==> src/rtl/vldrdy2to1_join_pkg.sv <==
// vldrdy2to1_join_pkg: shared defaults for the 2-to-1 valid/ready join.
package vldrdy2to1_join_pkg;
    localparam int DW1_DEF = 8;
    localparam int DW2_DEF = 8;
endpackage

==> src/rtl/vldrdy2to1_join_if.sv <==
// vldrdy2to1_join_if: two input streams and one joined output stream.
interface vldrdy2to1_join_if #(
    parameter int DW1 = vldrdy2to1_join_pkg::DW1_DEF,
    parameter int DW2 = vldrdy2to1_join_pkg::DW2_DEF
);
    logic               i_valid_1;
    logic               o_ready_1;
    logic [DW1-1:0]     i_data_1;
    logic               i_valid_2;
    logic               o_ready_2;
    logic [DW2-1:0]     i_data_2;
    logic               o_valid;
    logic               i_ready;
    logic [DW1+DW2-1:0] o_data;

    modport slave (
        input  i_valid_1, i_data_1, i_valid_2, i_data_2, i_ready,
        output o_ready_1, o_ready_2, o_valid, o_data
    );
    modport master (
        output i_valid_1, i_data_1, i_valid_2, i_data_2, i_ready,
        input  o_ready_1, o_ready_2, o_valid, o_data
    );
endinterface

==> src/rtl/vldrdy_slot.sv <==
// vldrdy_slot: one-entry holding register; a pop on the same cycle as an accept refills it.
module vldrdy_slot #(
    parameter int DW = 8
) (
    input  logic          i_clk,
    input  logic          i_rst,
    input  logic          i_valid,
    output logic          o_ready,
    input  logic [DW-1:0] i_data,
    input  logic          i_pop,
    output logic          o_full,
    output logic [DW-1:0] o_data
);
    logic          full_q, full_d, accept;
    logic [DW-1:0] data_q, data_d;

    always_comb begin
        o_ready = ~i_rst & (~full_q | i_pop);
        accept  = i_valid & o_ready;
        full_d  = accept ? 1'b1 : (i_pop ? 1'b0 : full_q);
        data_d  = accept ? i_data : data_q;
    end

    always_ff @(posedge i_clk or posedge i_rst) begin
        if (i_rst) begin
            full_q <= 1'b0;
            data_q <= '0;
        end else begin
            full_q <= full_d;
            data_q <= data_d;
        end
    end

    assign o_full = full_q;
    assign o_data = data_q;
endmodule

==> src/rtl/vldrdy2to1_join.sv <==
// vldrdy2to1_join: pairs beat n of each input into one registered {data_2, data_1} output beat.
module vldrdy2to1_join #(
    parameter int DW1 = vldrdy2to1_join_pkg::DW1_DEF,
    parameter int DW2 = vldrdy2to1_join_pkg::DW2_DEF
) (
    input  logic                    i_clk,
    input  logic                    i_rst,
    vldrdy2to1_join_if.slave        bus
);
    logic                   s1_full, s2_full, fire;
    logic [DW1-1:0]         s1_data;
    logic [DW2-1:0]         s2_data;
    logic                   o_valid_q, o_valid_d;
    logic [DW1+DW2-1:0]     o_data_q, o_data_d;

    vldrdy_slot #(.DW(DW1)) u_slot1 (
        .i_clk   (i_clk),
        .i_rst   (i_rst),
        .i_valid (bus.i_valid_1),
        .o_ready (bus.o_ready_1),
        .i_data  (bus.i_data_1),
        .i_pop   (fire),
        .o_full  (s1_full),
        .o_data  (s1_data)
    );

    vldrdy_slot #(.DW(DW2)) u_slot2 (
        .i_clk   (i_clk),
        .i_rst   (i_rst),
        .i_valid (bus.i_valid_2),
        .o_ready (bus.o_ready_2),
        .i_data  (bus.i_data_2),
        .i_pop   (fire),
        .o_full  (s2_full),
        .o_data  (s2_data)
    );

    // i_ready feeds fire, and so the input readies, combinationally for full throughput
    always_comb begin
        fire      = s1_full & s2_full & (~o_valid_q | bus.i_ready);
        o_valid_d = fire | (o_valid_q & ~bus.i_ready);
        o_data_d  = fire ? {s2_data, s1_data} : o_data_q;
    end

    always_ff @(posedge i_clk or posedge i_rst) begin
        if (i_rst) begin
            o_valid_q <= 1'b0;
            o_data_q  <= '0;
        end else begin
            o_valid_q <= o_valid_d;
            o_data_q  <= o_data_d;
        end
    end

    assign bus.o_valid = o_valid_q;
    assign bus.o_data  = o_data_q;
endmodule

==> src/flat_wrapper.sv <==
// flat-port wrapper written by rule: the top's interface ports become plain ports
module vldrdy2to1_join_flat 
#(
    parameter int DW1 = vldrdy2to1_join_pkg::DW1_DEF,
    parameter int DW2 = vldrdy2to1_join_pkg::DW2_DEF
)
  (i_clk, i_rst, bus_i_valid_1, bus_i_data_1, bus_i_valid_2, bus_i_data_2, bus_i_ready, bus_o_ready_1, bus_o_ready_2, bus_o_valid, bus_o_data);
  vldrdy2to1_join_if #(.DW1(DW1), .DW2(DW2)) bus_i ();
  input  logic i_clk;
  input  logic i_rst;
  input wire logic [$bits(bus_i.i_valid_1)-1:0] bus_i_valid_1;
  input wire logic [$bits(bus_i.i_data_1)-1:0] bus_i_data_1;
  input wire logic [$bits(bus_i.i_valid_2)-1:0] bus_i_valid_2;
  input wire logic [$bits(bus_i.i_data_2)-1:0] bus_i_data_2;
  input wire logic [$bits(bus_i.i_ready)-1:0] bus_i_ready;
  output wire logic [$bits(bus_i.o_ready_1)-1:0] bus_o_ready_1;
  output wire logic [$bits(bus_i.o_ready_2)-1:0] bus_o_ready_2;
  output wire logic [$bits(bus_i.o_valid)-1:0] bus_o_valid;
  output wire logic [$bits(bus_i.o_data)-1:0] bus_o_data;
  assign bus_i.i_valid_1 = bus_i_valid_1;
  assign bus_i.i_data_1 = bus_i_data_1;
  assign bus_i.i_valid_2 = bus_i_valid_2;
  assign bus_i.i_data_2 = bus_i_data_2;
  assign bus_i.i_ready = bus_i_ready;
  assign bus_o_ready_1 = bus_i.o_ready_1;
  assign bus_o_ready_2 = bus_i.o_ready_2;
  assign bus_o_valid = bus_i.o_valid;
  assign bus_o_data = bus_i.o_data;
  vldrdy2to1_join #(.DW1(DW1), .DW2(DW2)) u_core (.i_clk(i_clk), .i_rst(i_rst), .bus(bus_i));
endmodule
==> config.mk <==
export PLATFORM = sky130hd
export DESIGN_NAME = vldrdy2to1_join_flat
export DESIGN_NICKNAME = d
export VERILOG_FILES = /design/src/rtl/vldrdy2to1_join_pkg.sv /design/src/rtl/vldrdy2to1_join_if.sv /design/src/rtl/vldrdy_slot.sv /design/src/rtl/vldrdy2to1_join.sv /design/src/flat_wrapper.sv
export SDC_FILE = /design/constraint.sdc
export NUM_CORES = 1
export LEC_CHECK = 0
export BUFFER_PORTS_ARGS = -buffer_cell sky130_fd_sc_hd__buf_2
export CAP_MARGIN = 40
export CORE_AREA = 3 3 62 64
export DETAILED_ROUTE_END_ITERATION = 16
export DIE_AREA = 0 0 65 67
export GPL_TIMING_DRIVEN = 0
export PLACE_DENSITY = 0.69
export SYNTH_ARGS = -nofsm -noshare
export SYNTH_HDL_FRONTEND = slang
export SYNTH_SLANG_ARGS = --single-unit
==> constraint.sdc <==
create_clock -name i_clk -period 1.95 [get_ports i_clk]
set_input_delay 0.39 -clock i_clk [delete_from_list [all_inputs] [get_ports i_clk]]
set_output_delay 0.39 -clock i_clk [all_outputs]
set_load 0.05 [all_outputs]
==> results.tsv <==
stage	metric	value	unit
setup_path	required	1.56	ns
sta	whs	0.137	ns
routing	wl	3240	um
setup_path	r2r_setup_slack	0.44	ns
grt	grt_max_degree	20	
routing	detail-route-antenna-nets	0	
die	die_h	67	um
clock_tree	hold_buffers	0	
routing	via_count	1150	
sta	worst_pin_slew	0.503	ns
grt	grt_first_pass_wirelength	5230	um
sta	rsz0062_at_grt	yes	
place	hpwl	2180	um
sta	min_period	1.83	ns
grt	grtUsageTotal	16.2	%
clock_tree	clkTransAtPathRegs	0.11	ns
grt	top_usage_layer	met2	
routing	drc_errors	0	
sta	skew	0.00419	ns
clock_tree	cts_sinks	35	
routing	drt_iter0_markers	21	
routing	routedWlPerCell	14.3	um
grt	met3_usage	5.23	%
yosys	synth-seq-cells	35	
setup_path	worstPathCellList	nor2_1 -> a31oi_4 -> inv_1 -> buf_2	
place	dp_slack	-0.603	ns
place	place.gp.congestion	0.784	
yosys	synth.net_count	147	
die	io_pins	40	
yosys	syn_area_per_cell	11.9	um^2
place	port_buffers	39	
die	die_w	65	um
sta	relSlewSlack	66.3	%
setup_path	cp-start-kind	flop	
power	power_density	1650	nW/um^2
run	maxCapViolCount	0	
yosys	ys_seq_area_share	58.4	%
clock_tree	cts_buffer_depth	2	
setup_path	worst-path-max-fanout	7	
clock_tree	htreeDepth	2	
grt	grt_pass1_vias	1151	
yosys	ys_warn_count	0	
finish	nNetsFinal	201	
setup_path	slowest_delay	0.48	ns
setup_path	crit_buf_inv	2	
clock_tree	cts-root-buf	clkbuf_4	
finish	layout.cells.most_common_list	buf_2 (43), nand2_1 (37), dfrtp_1 (33)	
setup_path	critPathArrivalTime	1.44	ns
sta	setup_slack	0.116	ns
status	status	complete, no violations	
die	fp.dieArea	4360	um^2
finish	layout-drive-gt1-share	49.2	%
grt	grt_use_met1	20.1	%
clock_tree	cts_tree	done	
sta	period_share	94.1	%
yosys	netlist.top_cell.by_area	dfrtp_1	
yosys	synth.distinct_cells	17	
yosys	synthCells	126	
sta	setup_viol	0	
setup_path	path_delay_family	flip-flops	
setup_path	crit_path_end_kind	primary output	
power	vdd_ir_drop_max	0.614	mV
worst_hold_path	min_path_type	input pin to asynchronous set/reset pin	
finish	area_delta_synth_final	27.9	%
yosys	synth_top_cell_area_share	58.4	%
die	start_util	45.0	%
place	dpl_cell_area	1770	um^2
routing	vias_per_cell	5.07	
routing	first_pass_iters	4	
finish	n_antenna_cell	0	
sta	max_freq	0.545	GHz
sta	final_hold_viol_count	0	
power	p_leak	0.960	nW
die	core_region_area	3340	um^2
grt	grt-ovfl-total	0	
clock_tree	clk_latency	0.34	ns
die	rows	21	
grt	antenna_found_initial	0	
finish	nFillCells	290	
finish	final_common_cell	buf_2	
yosys	synthTopCellsByArea	dfrtp_1 (58%), mux2_4 (10%), nand2_1 (9.3%)	
finish	final_cell_area	1920	um^2
setup_path	worstSetupPathType	flop to primary output	
sta	maxSlewViolCount	0	
grt	use_met2	26.1	%
yosys	syn-cell-area	1500	um^2
clock_tree	cts-buffers-inserted	5	
setup_path	crit_path_top_delay_cell	dfrtp_2	
## metal layers
metal / vias to the layer above / share of wire (%)
li1: 546 / -
met1: 562 / 43
met4: 0 / 1.4
met2: 35 / 50
met3: 7 / 5.7
met5: - / 0
## logic make-up after synthesis
logic type | count (synthesis) | synth area share, %
AO/OA/AOI/OAI | 20 | 9.51
buffers and inverters | 8 | 3.09
multiplexers | 16 | 14.5
flip-flops | 35 | 58.4
AND/OR/NAND/NOR | 47 | 14.5
## sequential cells by signal, indices dropped and copies added (netlist names)
name / count
u_core.bus.o_data: 16
u_core.bus.o_valid: 1
u_core.u_slot1.o_data: 8
u_core.u_slot1.o_full: 1
u_core.u_slot2.o_data: 8
u_core.u_slot2.o_full: 1
## worst reg2reg max path, stage by stage, from the launching register on
cell,delay (ns)
dfrtp_1,0.42
and2b_4,0.20
nor2_4,0.27
buf_8,0.21
mux2_4,0.31
## timing repair
action,4_1_cts,5_1_grt
pin swaps,1,1
resized for setup,2,1
endpoints found under the setup margin,2,2
gates cloned,2,0
setup buffers,1,4
## stage by stage
stage	setup TNS [ns]	power, mW	instances	util, %
after floorplan	-0.124	2.30	126	-
after global placement	-3.52	2.58	211	53.2
final	0	3.17	227	57.5
after global routing	-0.00332	3.34	227	57.5
after detailed placement	-4.71	2.63	211	53.2
after CTS	0	3.16	222	56.2
## synthesized netlist by cell type
library cell  count
and2b_4           1
dfrtp_1          35
nand2_1          37
buf_2             4
mux2_2            6
o22ai_1          16
a31oi_2           2
nor2_4            1
nor2_1            2
inv_1             3
nor3_2            2
nand2b_1          1
buf_8             1
or3b_2            2
a22o_1            2
mux2_4           10
nand2_2           1
## worst paths after layout
path / startpoint / end / depth (start not counted)
setup reg to reg: u_core.bus.o_valid$_DFF_PP0_ / u_core.bus.o_data[2]$_DFFE_PP0P_ / 4
hold / removal: i_rst / u_core.bus.o_data[6]$_DFFE_PP0P_ / 2
setup / recovery: u_core.u_slot2.o_full$_DFFE_PP0P_ / bus_o_ready_2 / 4
hold reg to reg: u_core.bus.o_data[9]$_DFFE_PP0P_ / u_core.bus.o_data[9]$_DFFE_PP0P_ / 1
min in group i_clk: bus_i_data_2[4] / u_core.u_slot2.o_data[4]$_DFFE_PP0P_ / 3
max in group asynchronous: i_rst / u_core.bus.o_data[9]$_DFFE_PP0P_ / 3
## report_power, final
group          total (mW)  internal (mW)  switching, mW
Combinational        1.45          0.507          0.946
Clock               0.522          0.270          0.252
Sequential           1.19           1.02          0.176
## area by class of cell
type	instances	area [um^2]	area share, %
Inverter	3	15.0	0.782
Timing Repair inverter	2	10.0	0.522
Multi-Input combinational cell	83	598	31.2
Clock buffer	5	37.5	1.96
Clock inverter	3	43.8	2.28
Timing Repair Buffer	45	244	12.7
Sequential cell	35	878	45.8
Buffer	5	35.0	1.83
Tap cell	46	57.6	3.00
Power figures use the tool's default switching activity.
